===== config.mk =====
export PLATFORM = sky130hd
export DESIGN_NAME = pio_in_debounce_irq
export DESIGN_NICKNAME = d
export VERILOG_FILES = /design/src/rtl/pio_pkg.sv /design/src/rtl/pio_debounce_ch.sv /design/src/rtl/pio_in_debounce_irq.sv
export SDC_FILE = /design/constraint.sdc
export NUM_CORES = 1
export LEC_CHECK = 0
export ABC_AREA = 1
export ABC_CLOCK_PERIOD_IN_PS = 2800
export CAP_MARGIN = 10
export CORE_MARGIN = 2
export CORE_UTILIZATION = 57
export CTS_BUF_LIST = sky130_fd_sc_hd__clkbuf_8
export DETAILED_ROUTE_END_ITERATION = 10
export PLACE_DENSITY = 0.79
export SETUP_SLACK_MARGIN = 0.1
export SLEW_MARGIN = 10
export SYNTH_ARGS = -nofsm -noshare
export SYNTH_HDL_FRONTEND = slang
export SYNTH_SLANG_ARGS = --single-unit

===== constraint.sdc =====
create_clock -name clk -period 2.8 [get_ports clk]
set_clock_uncertainty 0.05 [all_clocks]
set_input_delay 0.42 -clock clk [delete_from_list [all_inputs] [get_ports clk]]
set_output_delay 0.42 -clock clk [all_outputs]
set_load 0.03 [all_outputs]

===== src/rtl/pio_pkg.sv =====
// ============================================================================
// Module : pio_pkg
// Brief  : Register map for the debounced edge-capture input PIO.
// Rev    : 1.0  initial release
// ============================================================================
`default_nettype none

package pio_pkg;

    // Word addresses on the s1 slave; access type noted per register.
    localparam logic [2:0] PIO_DATA         = 3'd0; // RO  debounced value
    localparam logic [2:0] PIO_RAW          = 3'd1; // RO  synchronised value
    localparam logic [2:0] PIO_IRQ_MASK     = 3'd2; // RW
    localparam logic [2:0] PIO_EDGE_CAPTURE = 3'd3; // W1C
    localparam logic [2:0] PIO_RISE_EN      = 3'd4; // RW
    localparam logic [2:0] PIO_FALL_EN      = 3'd5; // RW
    localparam logic [2:0] PIO_DEB_PERIOD   = 3'd6; // RW  [CNT_W-1:0]
    localparam logic [2:0] PIO_RESERVED     = 3'd7; // reads 0, writes ignored

endpackage

`default_nettype wire


===== src/rtl/pio_debounce_ch.sv =====
// ============================================================================
// Module : pio_debounce_ch
// Brief  : One input channel: synchroniser chain, debounce counter, change pulse.
// Rev    : 1.0  initial release
// ============================================================================
`default_nettype none

module pio_debounce_ch #(
    parameter int SYNC_STAGES = 2,
    parameter int CNT_W       = 16
) (
    input  logic             clk,
    input  logic             reset_n,
    input  logic             i_async,
    input  logic [CNT_W-1:0] i_period,
    output logic             o_sync,
    output logic             o_deb,
    output logic             o_change,
    output logic             o_deb_new
);

    logic [SYNC_STAGES-1:0] r_sync;
    logic [CNT_W-1:0]       r_cnt;
    logic                   r_deb;
    logic                   w_sync;
    logic [CNT_W:0]         w_cnt_inc;
    logic                   w_commit;

    always_ff @(posedge clk or negedge reset_n) begin
        if (!reset_n) begin
            r_sync <= '0;
        end else begin
            r_sync <= {r_sync[SYNC_STAGES-2:0], i_async};
        end
    end

    assign w_sync    = r_sync[SYNC_STAGES-1];
    // One extra bit so the compare is exact even at the top of the counter range.
    assign w_cnt_inc = {1'b0, r_cnt} + {{CNT_W{1'b0}}, 1'b1};
    assign w_commit  = (w_sync != r_deb) && (w_cnt_inc >= {1'b0, i_period});

    always_ff @(posedge clk or negedge reset_n) begin
        if (!reset_n) begin
            r_cnt <= '0;
            r_deb <= 1'b0;
        end else if (w_sync == r_deb) begin
            r_cnt <= '0;
        end else if (w_commit) begin
            r_deb <= w_sync;
            r_cnt <= '0;
        end else begin
            r_cnt <= w_cnt_inc[CNT_W-1:0];
        end
    end

    assign o_sync    = w_sync;
    assign o_deb     = r_deb;
    assign o_change  = w_commit;
    assign o_deb_new = w_sync;

endmodule

`default_nettype wire


===== src/rtl/pio_in_debounce_irq.sv =====
// ============================================================================
// Module : pio_in_debounce_irq
// Brief  : Avalon-MM input PIO with debounce, edge select, W1C capture and irq.
// Rev    : 1.0  initial release
// ============================================================================
`default_nettype none

module pio_in_debounce_irq
    import pio_pkg::*;
#(
    parameter int WIDTH       = 10,
    parameter int SYNC_STAGES = 2,
    parameter int CNT_W       = 16,
    parameter int DEB_RESET   = 0
) (
    input  logic             clk,
    input  logic             reset_n,
    input  logic [2:0]       address,
    input  logic             chipselect,
    input  logic             write_n,
    input  logic [31:0]      writedata,
    input  logic [WIDTH-1:0] in_port,
    output logic [31:0]      readdata,
    output logic             irq
);

    logic [WIDTH-1:0] r_mask;
    logic [WIDTH-1:0] r_cap;
    logic [WIDTH-1:0] r_rise;
    logic [WIDTH-1:0] r_fall;
    logic [CNT_W-1:0] r_period;
    logic [31:0]      r_readdata;

    logic [WIDTH-1:0] w_sync;
    logic [WIDTH-1:0] w_deb;
    logic [WIDTH-1:0] w_change;
    logic [WIDTH-1:0] w_deb_new;
    logic [WIDTH-1:0] w_event;
    logic [WIDTH-1:0] w_clr;
    logic [31:0]      w_rd_next;
    logic             w_wr;
    logic             w_unused;

    genvar gi;
    generate
        for (gi = 0; gi < WIDTH; gi++) begin : g_ch
            pio_debounce_ch #(
                .SYNC_STAGES (SYNC_STAGES),
                .CNT_W       (CNT_W)
            ) u_ch (
                .clk       (clk),
                .reset_n   (reset_n),
                .i_async   (in_port[gi]),
                .i_period  (r_period),
                .o_sync    (w_sync[gi]),
                .o_deb     (w_deb[gi]),
                .o_change  (w_change[gi]),
                .o_deb_new (w_deb_new[gi])
            );
        end
    endgenerate

    assign w_wr    = chipselect & ~write_n;
    assign w_event = w_change & ((w_deb_new & r_rise) | (~w_deb_new & r_fall));
    assign w_clr   = (w_wr && address == PIO_EDGE_CAPTURE) ? writedata[WIDTH-1:0] : '0;

    always_ff @(posedge clk or negedge reset_n) begin
        if (!reset_n) begin
            r_mask   <= '0;
            r_cap    <= '0;
            r_rise   <= '1;
            r_fall   <= '0;
            r_period <= CNT_W'(DEB_RESET);
        end else begin
            // OR-ing the event after the clear keeps an edge that lands with its own W1C.
            r_cap <= (r_cap & ~w_clr) | w_event;
            if (w_wr) begin
                case (address)
                    PIO_IRQ_MASK:   r_mask   <= writedata[WIDTH-1:0];
                    PIO_RISE_EN:    r_rise   <= writedata[WIDTH-1:0];
                    PIO_FALL_EN:    r_fall   <= writedata[WIDTH-1:0];
                    PIO_DEB_PERIOD: r_period <= writedata[CNT_W-1:0];
                    default:        ;
                endcase
            end
        end
    end

    always_comb begin
        w_rd_next = '0;
        case (address)
            PIO_DATA:         w_rd_next[WIDTH-1:0] = w_deb;
            PIO_RAW:          w_rd_next[WIDTH-1:0] = w_sync;
            PIO_IRQ_MASK:     w_rd_next[WIDTH-1:0] = r_mask;
            PIO_EDGE_CAPTURE: w_rd_next[WIDTH-1:0] = r_cap;
            PIO_RISE_EN:      w_rd_next[WIDTH-1:0] = r_rise;
            PIO_FALL_EN:      w_rd_next[WIDTH-1:0] = r_fall;
            PIO_DEB_PERIOD:   w_rd_next[CNT_W-1:0] = r_period;
            default:          w_rd_next = '0;
        endcase
    end

    always_ff @(posedge clk or negedge reset_n) begin
        if (!reset_n) begin
            r_readdata <= '0;
        end else begin
            r_readdata <= w_rd_next;
        end
    end

    assign readdata = r_readdata;
    assign irq      = |(r_cap & r_mask);
    assign w_unused = ^writedata;

endmodule

`default_nettype wire


==> results.json <==
{
  "status": "complete, but fails checks",
  "violations": "negative setup slack",
  "synth-seq-cells": 262,
  "ys_types": 49,
  "crit_required_ns": 3.27,
  "cpMostUsedCell": "nor2_4",
  "port_buffers": 49,
  "clock_sinks": 262,
  "start_util": 0.5806,
  "nNetsFinal": 2631,
  "wire_per_inst_microns": 20.26,
  "synth_edf_count": 0,
  "synthCells": 2106,
  "fin_crit_sh": 1.072,
  "synth_top_area_frac": 0.3774,
  "die_w_microns": 175.2,
  "power.total_w": 0.01113,
  "die_h_microns": 175.2,
  "drv_slew": 0,
  "worst_ep_arrival_time_ns": 3.47,
  "rsz0062_at_grt": "yes",
  "p_sw_frac": 0.3468,
  "viasPerCell": 5.915,
  "leakagePower_nw": 11.66,
  "syn-cell-area_sq_um": 16710,
  "path_clk_slew_ns": 0.08,
  "num_vias": 16740,
  "dp_slack_ns": -0.1760,
  "seqPwrFrac": 0.381,
  "setup_viol": 127,
  "die-area_sq_um": 30700,
  "clock.fmax_ghz": 0.3332,
  "ys_dominant_reg_cell": "dfrtp_1",
  "comb_power_share": 0.280,
  "grt_pass1_wl_mm": 72.89,
  "hold_viol_final": 0,
  "syn_to_final_growth_pct": 37.93,
  "drc": 0,
  "h-tree-depth": 2,
  "critPathTopFamily": "simple AND/OR/NAND/NOR gates",
  "cp-end-kind": "flop",
  "drive_gt1_frac": 0.3268,
  "cts_made_buffers": 45,
  "cp_cell_sequence": "nand2_2 -> nor3_4 -> buf_4 -> xor2_2 -> inv_1 -> ha_1 -> nand2_1 -> nor2_1 -> nand4_1 -> nand3_2 -> nor2_4 -> nand4_4 -> clkbuf_16 -> nor2_4",
  "fin_crit_ns": 3.001,
  "gp_congestion": 0.9065,
  "critPathMaxStageDelay_ns": 0.47,
  "critPathKind": "reg2reg",
  "p_per_area_nw_per_um2": 482.9,
  "drt-pass1-iter-count": 8,
  "worstMarginPinSlew_ns": 0.6755,
  "power.internal_w": 0.007271,
  "crit_buf_inv": 3,
  "cp-start-kind": "flop",
  "slew_headroom": 0.5485,
  "yosysWarnings": 0,
  "clkPwrFrac": 0.338,
  "slowest_stage": "dfrtp_1",
  "grt_overflow": 0,
  "core_area_sq_um": 28780,
  "grt_pass1_vias": 15390,
  "synth_area_leaders": "dfrtp_1 38%, ha_1 13%, nand2_1 9.9%",
  "vdd_drop_max_v": 0.0003260,
  "clockRootBuffer": "clkbuf_8",
  "finish.instance_area_sq_um": 23050,
  "place_area_sq_um": 18390,
  "totalWireLength_mm": 57.34,
  "ant_nets": 0,
  "grt_max_degree": 68,
  "clockBufferDepth": 3,
  "ios": 82,
  "yosysSeqAreaShare": 0.3931,
  "crit_fanout": 6,
  "synth_top_area_cell": "dfrtp_1",
  "rows": 62,
  "finalWorstSetupSlack_ns": -0.2010,
  "drtIter0Drc": 1837,
  "clk_latency_ns": 0.58,
  "hp-class": "in2reg",
  "syn_avg_cell_area_sq_um": 7.935,
  "timing.setup.tns_ns": -10.08,
  "grt.total_usage": 0.2954,
  "dpl.hpwl_mm": 30.12,
  "r2r_slack_ns": -0.20,
  "power_switching_w": 0.003860,
  "maxCapViolations": 0,
  "cts_tree": "built",
  "ys_async_sr_fraction": 1.000,
  "antenna_found_initial": 2,
  "holdWs_ns": 0.2452
}
## per-layer routing
metal | wire length, microns | vias up | GRT usage
met3 | 4399 | 382 | 0.04547
met5 | 0 | - | 0
met4 | 4667 | 0 | 0.1726
met1 | 21160 | 8046 | 0.3635
li1 | - | 7298 | -
met2 | 27120 | 1013 | 0.4934
## metrics by stage
step                      instances    util
after floorplan                2121       -
after global placement         2620  0.6389
after detailed placement       2620  0.6389
after CTS                      2756  0.7115
after global routing           2830  0.8009
final                          2830  0.8009
## synthesized netlist by cell type (all sizes together), types with 4 or more instances
| cell | instances |
|---|---|
| nand2 | 452 |
| xnor2 | 10 |
| clkbuf | 8 |
| o21bai | 6 |
| nand3 | 94 |
| a221oi | 13 |
| inv | 346 |
| o21ai | 97 |
| ha | 170 |
| or2 | 12 |
| nor2 | 325 |
| nor4 | 7 |
| nor3 | 30 |
| o22ai | 18 |
| xor2 | 85 |
| dfstp | 10 |
| buf | 29 |
| a41o | 4 |
| nand4 | 46 |
| a21o | 12 |
| nand3b | 4 |
| dfrtp | 252 |
| a21oi | 62 |
## power groups by stage
stage / clock (W) / sequential (W) / combinational [W]
6_report: 0.00377 / 0.00424 / 0.00312
5_1_grt: 0.00397 / 0.00426 / 0.00331
4_1_cts: 0.00374 / 0.00422 / 0.00245
3_5_place_dp: 0 / 0.00428 / 0.00232
3_3_place_gp: 0 / 0.00427 / 0.00222
2_1_floorplan: 0 / 0.00430 / 0.00129
## registers in the layout, indices dropped and copies added, names as in the netlist
name              flops
r_rise               10
r_mask               10
g_ch.u_ch.o_deb      10
g_ch.u_ch.r_sync     20
r_cap                10
r_fall               10
r_period             16
readdata             16
g_ch.u_ch.r_cnt     160
## area by class of cell
class,instances,area [sq um]
antenna,1,2.502
clock buffer,60,825.8
clock inverter,20,135.1
fill,1547,5731
inverter,348,1311
multi-input combinational,1477,11150
sequential,262,6578
tap,384,480.5
timing repair buffer,278,2565
## what timing repair did
| action | in CTS | in global routing |
|---|---|---|
| cloned | 5 | 5 |
| gates resized for setup | 145 | 446 |
| hold buffers | 1 | 0 |
| endpoints found under the hold margin | 59 | 0 |
| setup buffers | 50 | 69 |
| pin swaps | 62 | 191 |
| setup endpoints to repair | 163 | 181 |
## path summary, 6_finish.rpt
path | start | endpoint | cells after the start
worst max-delay path | g_ch[2].u_ch.r_cnt[4] | g_ch[2].u_ch.r_cnt[7] | 14
worst min-delay path | in_port[0] | g_ch[0].u_ch.r_sync[0] | 1
worst max register to register | g_ch[2].u_ch.r_cnt[4] | g_ch[2].u_ch.r_cnt[7] | 14
worst min register to register | g_ch[1].u_ch.r_sync[0] | g_ch[1].u_ch.r_sync[1] | 0
max in group asynchronous | reset_n | g_ch[1].u_ch.r_cnt[7] | 3
min in group asynchronous | reset_n | g_ch[4].u_ch.r_cnt[9] | 2
## placed cells by master (no fill, tap or decap), types with 48 or more instances in the layout
cell / Yosys / layout
inv_1: 345 / 341
nand3_1: 84 / 48
buf_4: 18 / 195
dfrtp_1: 252 / 245
nor2_1: 265 / 118
nor2_4: 4 / 126
o21ai_0: 96 / 83
nand2_2: 9 / 70
a21oi_1: 62 / 50
ha_1: 170 / 132
xor2_1: 85 / 53
nand2_1: 442 / 367
clkbuf_8: 0 / 60
nor2_2: 56 / 81
## cells by family (layout without fill, tap and decap cells)
group / after synthesis / count (layout) / share of synthesized area
simple gates: 973 / 976 / 0.2597
buf+inv: 385 / 706 / 0.09434
flops: 262 / 262 / 0.3931
compound gates: 220 / 220 / 0.07555
fa+ha+maj: 170 / 170 / 0.1273
xor+xnor: 95 / 95 / 0.04979
other cells: 1 / 17 / 0.0002244
Note: power is estimated with default switching activity, not from simulation.
